$ cat src/rtl/cp_bit_feeder_if.sv
// Word-wide payload handshake into the bit feeder.
// The master drives data/valid; the feeder returns ready.
interface cp_bit_feeder_if #(
    parameter int WORD_W = 8
);
    logic [WORD_W-1:0] in_data;
    logic              in_valid;
    logic              in_ready;

    modport master (
        output in_data,
        output in_valid,
        input  in_ready
    );

    modport slave (
        input  in_data,
        input  in_valid,
        output in_ready
    );
endinterface

$ cat src/rtl/cp_bit_feeder.sv
// Word FIFO plus shifter that serialises payload into the cyclic-prefix
// stage's data_in/start pair, inserting filler slots at the end of each frame.
module cp_bit_feeder #(
    parameter int FRAME_LEN   = 100,
    parameter int PAYLOAD_LEN = 90,
    parameter int WORD_W      = 8,
    parameter int FIFO_DEPTH  = 4
) (
    input  logic                          clk,
    input  logic                          rst_n,
    input  logic                          enable,
    cp_bit_feeder_if.slave                in_if,
    output logic                          out_bit,
    output logic                          out_start,
    output logic [6:0]                    out_slot,
    output logic                          frame_done,
    output logic [$clog2(FIFO_DEPTH):0]   fifo_level,
    output logic [15:0]                   stall_cnt
);
    localparam int AW = $clog2(FIFO_DEPTH);
    localparam int LW = AW + 1;
    localparam int BW = $clog2(WORD_W + 1);

    logic [WORD_W-1:0] mem [FIFO_DEPTH];
    logic [AW:0]       wr_ptr;
    logic [AW:0]       rd_ptr;
    logic [LW-1:0]     level;
    logic              full;
    logic              empty;

    logic [WORD_W-1:0] shreg;
    logic [BW-1:0]     bits_left;
    logic [6:0]        slot;
    logic [6:0]        slot_nxt;

    logic payload;
    logic last_slot;
    logic emit;
    logic stall;
    logic adv;
    logic push;
    logic load;

    assign level = wr_ptr - rd_ptr;
    assign full  = (level == LW'(FIFO_DEPTH));
    assign empty = (level == '0);

    assign in_if.in_ready = !full;
    assign fifo_level     = level;

    assign payload   = (slot < 7'(PAYLOAD_LEN));
    assign last_slot = (slot == 7'(FRAME_LEN - 1));
    assign slot_nxt  = last_slot ? 7'd0 : slot + 7'd1;

    assign emit  = enable && payload && (bits_left != '0);
    assign stall = enable && payload && (bits_left == '0);
    assign adv   = enable && !stall;

    assign push = in_if.in_valid && !full;
    // Refill on the same edge the last bit leaves so words stream seamlessly.
    assign load = !empty &&
                  ((bits_left == '0) ||
                   ((bits_left == BW'(1)) && emit));

    always_ff @(posedge clk or negedge rst_n) begin
        if (!rst_n) begin
            wr_ptr <= '0;
            rd_ptr <= '0;
        end else begin
            if (push) wr_ptr <= wr_ptr + 1'b1;
            if (load) rd_ptr <= rd_ptr + 1'b1;
        end
    end

    always_ff @(posedge clk) begin
        if (push) mem[wr_ptr[AW-1:0]] <= in_if.in_data;
    end

    always_ff @(posedge clk or negedge rst_n) begin
        if (!rst_n) begin
            shreg     <= '0;
            bits_left <= '0;
        end else if (load) begin
            shreg     <= mem[rd_ptr[AW-1:0]];
            bits_left <= BW'(WORD_W);
        end else if (emit) begin
            shreg     <= {shreg[WORD_W-2:0], 1'b0};
            bits_left <= bits_left - BW'(1);
        end
    end

    always_ff @(posedge clk or negedge rst_n) begin
        if (!rst_n) begin
            slot       <= '0;
            out_bit    <= 1'b0;
            out_start  <= 1'b0;
            out_slot   <= '0;
            frame_done <= 1'b0;
            stall_cnt  <= '0;
        end else begin
            out_start  <= adv;
            frame_done <= adv && last_slot;
            if (adv) begin
                out_slot <= slot;
                slot     <= slot_nxt;
                out_bit  <= emit ? shreg[WORD_W-1] : 1'b0;
            end
            if (stall && (stall_cnt != 16'hFFFF)) begin
                stall_cnt <= stall_cnt + 16'd1;
            end
        end
    end
endmodule

$ cat src/flat_wrapper.sv
// flat-port wrapper written by rule: the top's interface ports become plain ports
module cp_bit_feeder_flat 
#(
    parameter int FRAME_LEN   = 100,
    parameter int PAYLOAD_LEN = 90,
    parameter int WORD_W      = 8,
    parameter int FIFO_DEPTH  = 4
)
  (clk, rst_n, enable, out_bit, out_start, out_slot, frame_done, fifo_level, stall_cnt, in_if_in_data, in_if_in_valid, in_if_in_ready);
  cp_bit_feeder_if #(.WORD_W(WORD_W)) in_if_i ();
  input  logic clk;
  input  logic rst_n;
  input  logic enable;
  output logic out_bit;
  output logic out_start;
  output logic [6:0] out_slot;
  output logic frame_done;
  output logic [$clog2(FIFO_DEPTH):0] fifo_level;
  output logic [15:0] stall_cnt;
  input wire logic [$bits(in_if_i.in_data)-1:0] in_if_in_data;
  input wire logic [$bits(in_if_i.in_valid)-1:0] in_if_in_valid;
  output wire logic [$bits(in_if_i.in_ready)-1:0] in_if_in_ready;
  assign in_if_i.in_data = in_if_in_data;
  assign in_if_i.in_valid = in_if_in_valid;
  assign in_if_in_ready = in_if_i.in_ready;
  cp_bit_feeder #(.FRAME_LEN(FRAME_LEN), .PAYLOAD_LEN(PAYLOAD_LEN), .WORD_W(WORD_W), .FIFO_DEPTH(FIFO_DEPTH)) u_core (.clk(clk), .rst_n(rst_n), .enable(enable), .in_if(in_if_i), .out_bit(out_bit), .out_start(out_start), .out_slot(out_slot), .frame_done(frame_done), .fifo_level(fifo_level), .stall_cnt(stall_cnt));
endmodule
$ cat config.mk
export PLATFORM = sky130hd
export DESIGN_NAME = cp_bit_feeder_flat
export DESIGN_NICKNAME = d
export VERILOG_FILES = /design/src/rtl/cp_bit_feeder_if.sv /design/src/rtl/cp_bit_feeder.sv /design/src/flat_wrapper.sv
export SDC_FILE = /design/constraint.sdc
export NUM_CORES = 1
export LEC_CHECK = 0
export BUFFER_PORTS_ARGS = -buffer_cell sky130_fd_sc_hd__buf_4
export CELL_PAD_IN_SITES_DETAIL_PLACEMENT = 1
export CELL_PAD_IN_SITES_GLOBAL_PLACEMENT = 1
export CORE_UTILIZATION = 48
export CTS_CLUSTER_DIAMETER = 30
export CTS_CLUSTER_SIZE = 14
export DETAILED_ROUTE_END_ITERATION = 8
export GPL_ROUTABILITY_DRIVEN = 0
export PLACE_DENSITY = 0.84
export SYNTH_ARGS = -nofsm -noshare
export SYNTH_HDL_FRONTEND = slang
export SYNTH_SLANG_ARGS = --single-unit
$ cat constraint.sdc
create_clock -name clk -period 2.2 [get_ports clk]
set_input_delay 0.11 -clock clk [delete_from_list [all_inputs] [get_ports clk]]
set_output_delay 0.11 -clock clk [all_outputs]
set_load 0.1 [all_outputs]
======== After elaboration in Yosys (flattened, before gate mapping) ========
Memory sizes are Yosys's and may differ from the RTL's.
Index checks and enable logic that the tools add are counted.
W data, S select, Z words.
storage, ports and cells
  bits in registers ....................... 51
  memories ................................ 1
  bits in latches ......................... 0
  output and inout bits ................... 30
  memory bits (read-only) ................. 0
  input bits .............................. 12
  logic and storage cells ................. 47
  bits in writable memories ............... 32
memory list
  memory      depth  width  read ports  clocked after Yosys merged registers in  wr ports  RTL line             RTL
  u_core.mem  4      8      1           0                                        1         cp_bit_feeder.sv:24  logic [WORD_W-1:0] mem [FIFO_DEPTH];
operators by class
  bitwise logic cells ..................... 0
  mux-type cells .......................... 8
  shift operators ......................... 0
  divide/modulo/power cells ............... 0
  add/sub/neg operators ................... 6
  $mul .................................... 0
  order comparisons ....................... 1
  equal/unequal tests ..................... 4
  reductions and logical operators ........ 17
operators with widths
  cell                     number
  $add A16 B1 Y16 const B  1
  $mux W8                  2
  $ne A16 B16 Y1 const B   1
  $logic_and A1 B1 Y1      9
  $mux W4                  2
  $add A7 B1 Y7 const B    1
  $eq A7 B7 Y1 const B     1
  $lt A7 B7 Y1 const B     1
  $mux W7                  1
  $add A3 B1 Y3 const B    2
  $eq A4 B1 Y1 const B     1
  $logic_not A4 Y1         1
  $reduce_bool A4 Y1       1
  $sub A4 B1 Y4 const B    1
  $eq A3 B3 Y1 const B     1
  $logic_not A1 Y1         3
  $logic_not A3 Y1         1
  $mux W1                  3
  $sub A3 B3 Y3            1
  $reduce_bool A2 Y1       1
  $logic_or A1 B1 Y1       1

======== Logic depth before layout (Yosys ltp) ========
  depth in word-level cells ............... 7
  gate-level depth with buffers ........... 8
  mapped depth without buffers ............ 8

======== Worst setup path after synthesis ========
OpenSTA, ideal clock, no wires.
  path kind ............................... register -> register
  start point ............................. register u_core.wr_ptr[0]
  end point ............................... register u_core.wr_ptr[2]
  setup slack ............................. -1,727 ps
  stages on the path, launching flop included .. 8
  buffers on the path ..................... 0
  setup time .............................. 140 ps
  required time ........................... 2,060 ps
  arrival ................................. 3,787 ps
  clock period less this slack ............ 3,927 ps
  cells stage by stage .................... dfrtp_1 inv_1 ha_1 fa_1 xor3_1 nand3_1 and3_1 xor2_1
on the way
  longest elaborated chain between the ends .. 4
  elaborated cells on any way between the ends .. 5
  classes of those cells .................. add/sub: 2; eq/ne: 1; reduce/logical: 2
RTL lines
  item                    RTL line             RTL
  start, declared         cp_bit_feeder.sv:25  logic [AW:0] wr_ptr;
  start signal, assigned  cp_bit_feeder.sv:70  if (push) wr_ptr <= wr_ptr + 1'b1;
  $sub A3 B3 Y3           cp_bit_feeder.sv:44  assign level = wr_ptr - rd_ptr;
  via fifo_level[2]       flat_wrapper.sv:18   output logic [$clog2(FIFO_DEPTH):0] fifo_level;
  $eq A3 B3 Y1            cp_bit_feeder.sv:45  assign full = (level == LW'(FIFO_DEPTH));
  $logic_not A1 Y1        --
  via in_if_in_ready      flat_wrapper.sv:22   output wire logic [$bits(in_if_i.in_ready)-1:0] in_if_in_ready;
  $logic_and A1 B1 Y1     cp_bit_feeder.sv:59  assign push = in_if.in_valid && !full;
The timed path passes the listed nets, and every way through them passes these cells.
A chain may end at the register's enable or synchronous reset.

======== Worst setup path in the final report ========
  start point ............................. register u_core.rd_ptr[0]
  end point ............................... output port in_if_in_ready
on the way
  longest elaborated chain between the ends .. 3
RTL lines
  item                    RTL line             RTL
  start, declared         cp_bit_feeder.sv:26  logic [AW:0] rd_ptr;
  start signal, assigned  cp_bit_feeder.sv:71  if (load) rd_ptr <= rd_ptr + 1'b1;
  $sub A3 B3 Y3           cp_bit_feeder.sv:44
  $eq A3 B3 Y1            cp_bit_feeder.sv:45
  $logic_not A1 Y1        cp_bit_feeder.sv:48  assign in_if.in_ready = !full;
  end, declared           flat_wrapper.sv:22
Every way passes these cells.

==> reports/summary.md <==
Outcome
• **status** finished clean

CTS
• **# clock sinks** 83
• **later-pin clock latency in the skew report** 0.36 ns
• **CTS H-Tree Depth** 3
• **TritonCTS Buffers** 9
• **buffer levels on the longest clock path** 2
• **clock tree from TritonCTS** built
• **CTS clk-pin slew, worst paths** 0.09 ns
• **clock tree root driver cell** sky130_fd_sc_hd__clkbuf_8

Yosys
• **dominant cell by count in the synthesized netlist** sky130_fd_sc_hd__dfrtp_1
• **per-instance average area after synthesis** 14.1 µm²
• **fraction of registers with async set or reset after synthesis** 61.4%
• **Net Count, Synth** 291
• **EDFF count, synth** 32
• **top-area cell type share of the netlist area** 34.0%
• **count of mapped cells out of synthesis** 267
• **count of warnings emitted by yosys** 0
• **biggest area contributors in the synthesized netlist** sky130_fd_sc_hd__dfrtp_1 (34%), sky130_fd_sc_hd__edfxtp_1 (26%), sky130_fd_sc_hd__mux4_2 (4.8%)
• **top post-synthesis cells by count** sky130_fd_sc_hd__dfrtp_1 (51), sky130_fd_sc_hd__edfxtp_1 (32), sky130_fd_sc_hd__nand2_1 (18)
• **cell area after technology mapping** 0.00376 mm²
• **Synth Register Bits** 83
• **primary flip-flop cell chosen by synthesis mapping** sky130_fd_sc_hd__dfrtp_1
• **proportion of synthesized chip area in sequential cells** 59.5%
• **post-synthesis cell type count** 49
• **Synth area leader** sky130_fd_sc_hd__dfrtp_1

Drt
• **final routed wirelength across all metal layers** 7.02 mm
• **vias per inst** 5.27
• **WL/cell** 16.3 µm
• **Residual DRC** 0
• **drt initial violations** 74
• **Via Count** 2273
• **number of routed nets with antenna violations** 0
• **Initial DRT Pass Iterations** 3

Global routing
• **GR Util met1** 24.5%
• **remaining global-route overflow** 0
• **largest net degree at the start of global routing** 52
• **global routing met2 resource utilization** 33.0%
• **global-route wire length before repair** 12.4 mm
• **met3 global-route usage** 3.96%
• **Total Routing Usage GR** 19.7%
• **vias in the first global route** 2516
• **initial antenna violation count** 0
• **gr busiest metal** met2

Final layout
• **Layout Area Growth over Synthesis** 21.0%
• **antenna diode count** 0
• **final design utilization** 61.4%
• **Post-layout nets** 351
• **layout cell share with drive strength beyond 1** 31.9%

Floorplan
• **full die area** 0.00819 mm²
• **die width** 90.5 µm
• **# IOs** 42
• **vertical die dimension** 90.5 µm
• **# rows** 31
• **initial standard-cell utilization of the core** 50.7%
• **Placeable Area** 0.00741 mm²

Critical path
• **cell chain of the critical path** ha_4 > fa_2 > xor3_4 > buf_6 > nand3_4 > buf_12
• **crit start category** flop
• **critical path class** reg -> out
• **data arrival time of the critical path** 2.02 ns
• **Critical Path End Type** primary output
• **cell family with the largest share of critical-path delay** adder cells
• **worst stage delay on the critical path** 0.41 ns
• **number of buffer and inverter stages on the critical path** 2
• **launching element of the worst setup path** u_core.rd_ptr[0]$_DFFE_PN0P_
• **crit path max fanout** 6
• **startpoint of the worst-slack reg-to-reg timing path** u_core.rd_ptr[0]$_DFFE_PN0P_
• **WP data required** 2.09 ns
• **standard cell with the maximum stage delay on the critical path** sky130_fd_sc_hd__dfrtp_1

STA
• **tightest slew margin relative to the limit** 57.9%
• **fmax** 0.469 GHz
• **post-route clock skew** 0.00790 ns
• **period utilisation layout** 96.9%
• **final-report hold violation count** 0
• **slew at the pin with the worst max-slew slack** 0.632 ns
• **RSZ-0062 raised after global routing** true
• **Setup TNS Final** 0 ns
• **clock period minus worst slack** 2.13 ns
• **hold slack** 0.126 ns
• **fin. max-slew vios** 0
• **Setup Viol. Count Final** 0
• **worst setup slack after layout** 0.0692 ns

Placed design
• **Post-DP HPWL** 5.09 mm
• **Post-Place Worst Slack** -0.0355 ns
• **Buffers on Ports** 41

Run
• **count of max-cap constraint violations** 0

Worst hold path
• **start point of the worst hold path** enable
• **type of the tightest min-delay check** in -> reg

-- cell usage in the layout, fill, tap and decap left out, types with 9 or more instances in the layout --
master / n
sky130_fd_sc_hd__nand2_1: 18
sky130_fd_sc_hd__edfxtp_1: 32
sky130_fd_sc_hd__nand4_1: 9
sky130_fd_sc_hd__nor2_1: 14
sky130_fd_sc_hd__dfrtp_1: 48
sky130_fd_sc_hd__xor2_1: 10
sky130_fd_sc_hd__clkbuf_8: 9
sky130_fd_sc_hd__xnor2_1: 15
sky130_fd_sc_hd__dlygate4sd3_1: 9
sky130_fd_sc_hd__buf_4: 49
sky130_fd_sc_hd__ha_1: 10
sky130_fd_sc_hd__inv_1: 9
-- repair_timing --
action | in CTS | in global routing
gates resized for setup | 4 | 0
pin swaps | 1 | 0
setup buffers | 2 | 0
setup endpoints to repair | 21 | 4
gates cloned | 0 | 0
hold buffers | 9 | 0
endpoints found under the hold margin | 83 | 0
-- worst register-to-register path, delay by kind of cell, from the launching register on --
kind	cells	cell delay, ns
AO/OA/AOI/OAI	2	0.49
adder cells (fa/ha/maj)	2	0.74
buffers and inverters	2	0.30
flip-flops	1	0.41
AND/OR/NAND/NOR	1	0.07
-- registers in the layout (all words and copies together) (netlist names) --
name,count
u_core.bits_left,4
u_core.frame_done,1
u_core.mem,32
u_core.out_bit,1
u_core.out_slot,7
u_core.out_start,1
u_core.rd_ptr,3
u_core.shreg,8
u_core.slot,7
u_core.stall_cnt,16
u_core.wr_ptr,3
-- logic make-up after synthesis --
| logic type | after synthesis | share of synthesized area, % |
|---|---|---|
| buffers and inverters | 21 | 3.00 |
| DFF | 83 | 59.5 |
| muxes | 27 | 10.2 |
| AOI/OAI and AO/OA | 22 | 4.60 |
| and+or+nand+nor | 76 | 12.0 |
| xor gates and xnor gates | 26 | 6.46 |
| adders and majority gates | 12 | 4.20 |
-- metrics by stage --
step | instance area [µm²] | instances
2_1_floorplan | 3810 | 267
3_3_place_gp | 4230 | 404
3_5_place_dp | 4230 | 404
4_1_cts | 4550 | 431
5_1_grt | 4550 | 431
6_report | 4550 | 431
-- final timing paths --
path	cells after the start	slack (ns)	to
setup / recovery	6	0.07	in_if_in_ready
hold / removal	3	0.13	u_core.stall_cnt[0]$_DFFE_PN0P_
setup reg to reg	7	0.08	u_core.shreg[6]$_DFFE_PN0P_
hold reg to reg	1	0.50	u_core.stall_cnt[5]$_DFFE_PN0P_
max in group asynchronous	2	1.44	u_core.stall_cnt[3]$_DFFE_PN0P_
min in group asynchronous	2	0.31	u_core.out_slot[3]$_DFFE_PN0P_
-- area by class of cell --
type	instances	area (µm²)
Fill cell	706	2860
Sequential cell	83	2240
Multi-Input combinational cell	163	1460
Timing Repair Buffer	60	489
Clock buffer	10	149
Tap cell	99	124
Clock inverter	6	46.3
Inverter	10	37.5
-- layer usage --
| metal | vias up | wire length [µm] |
|---|---|---|
| met5 | - | 0 |
| met4 | 0 | 101 |
| met3 | 7 | 170 |
| met2 | 31 | 3610 |
| met1 | 1153 | 3140 |
| li1 | 1082 | - |
Power is not shown: default switching activity piles up to over one toggle a cycle in this logic, so the estimate is an artifact.
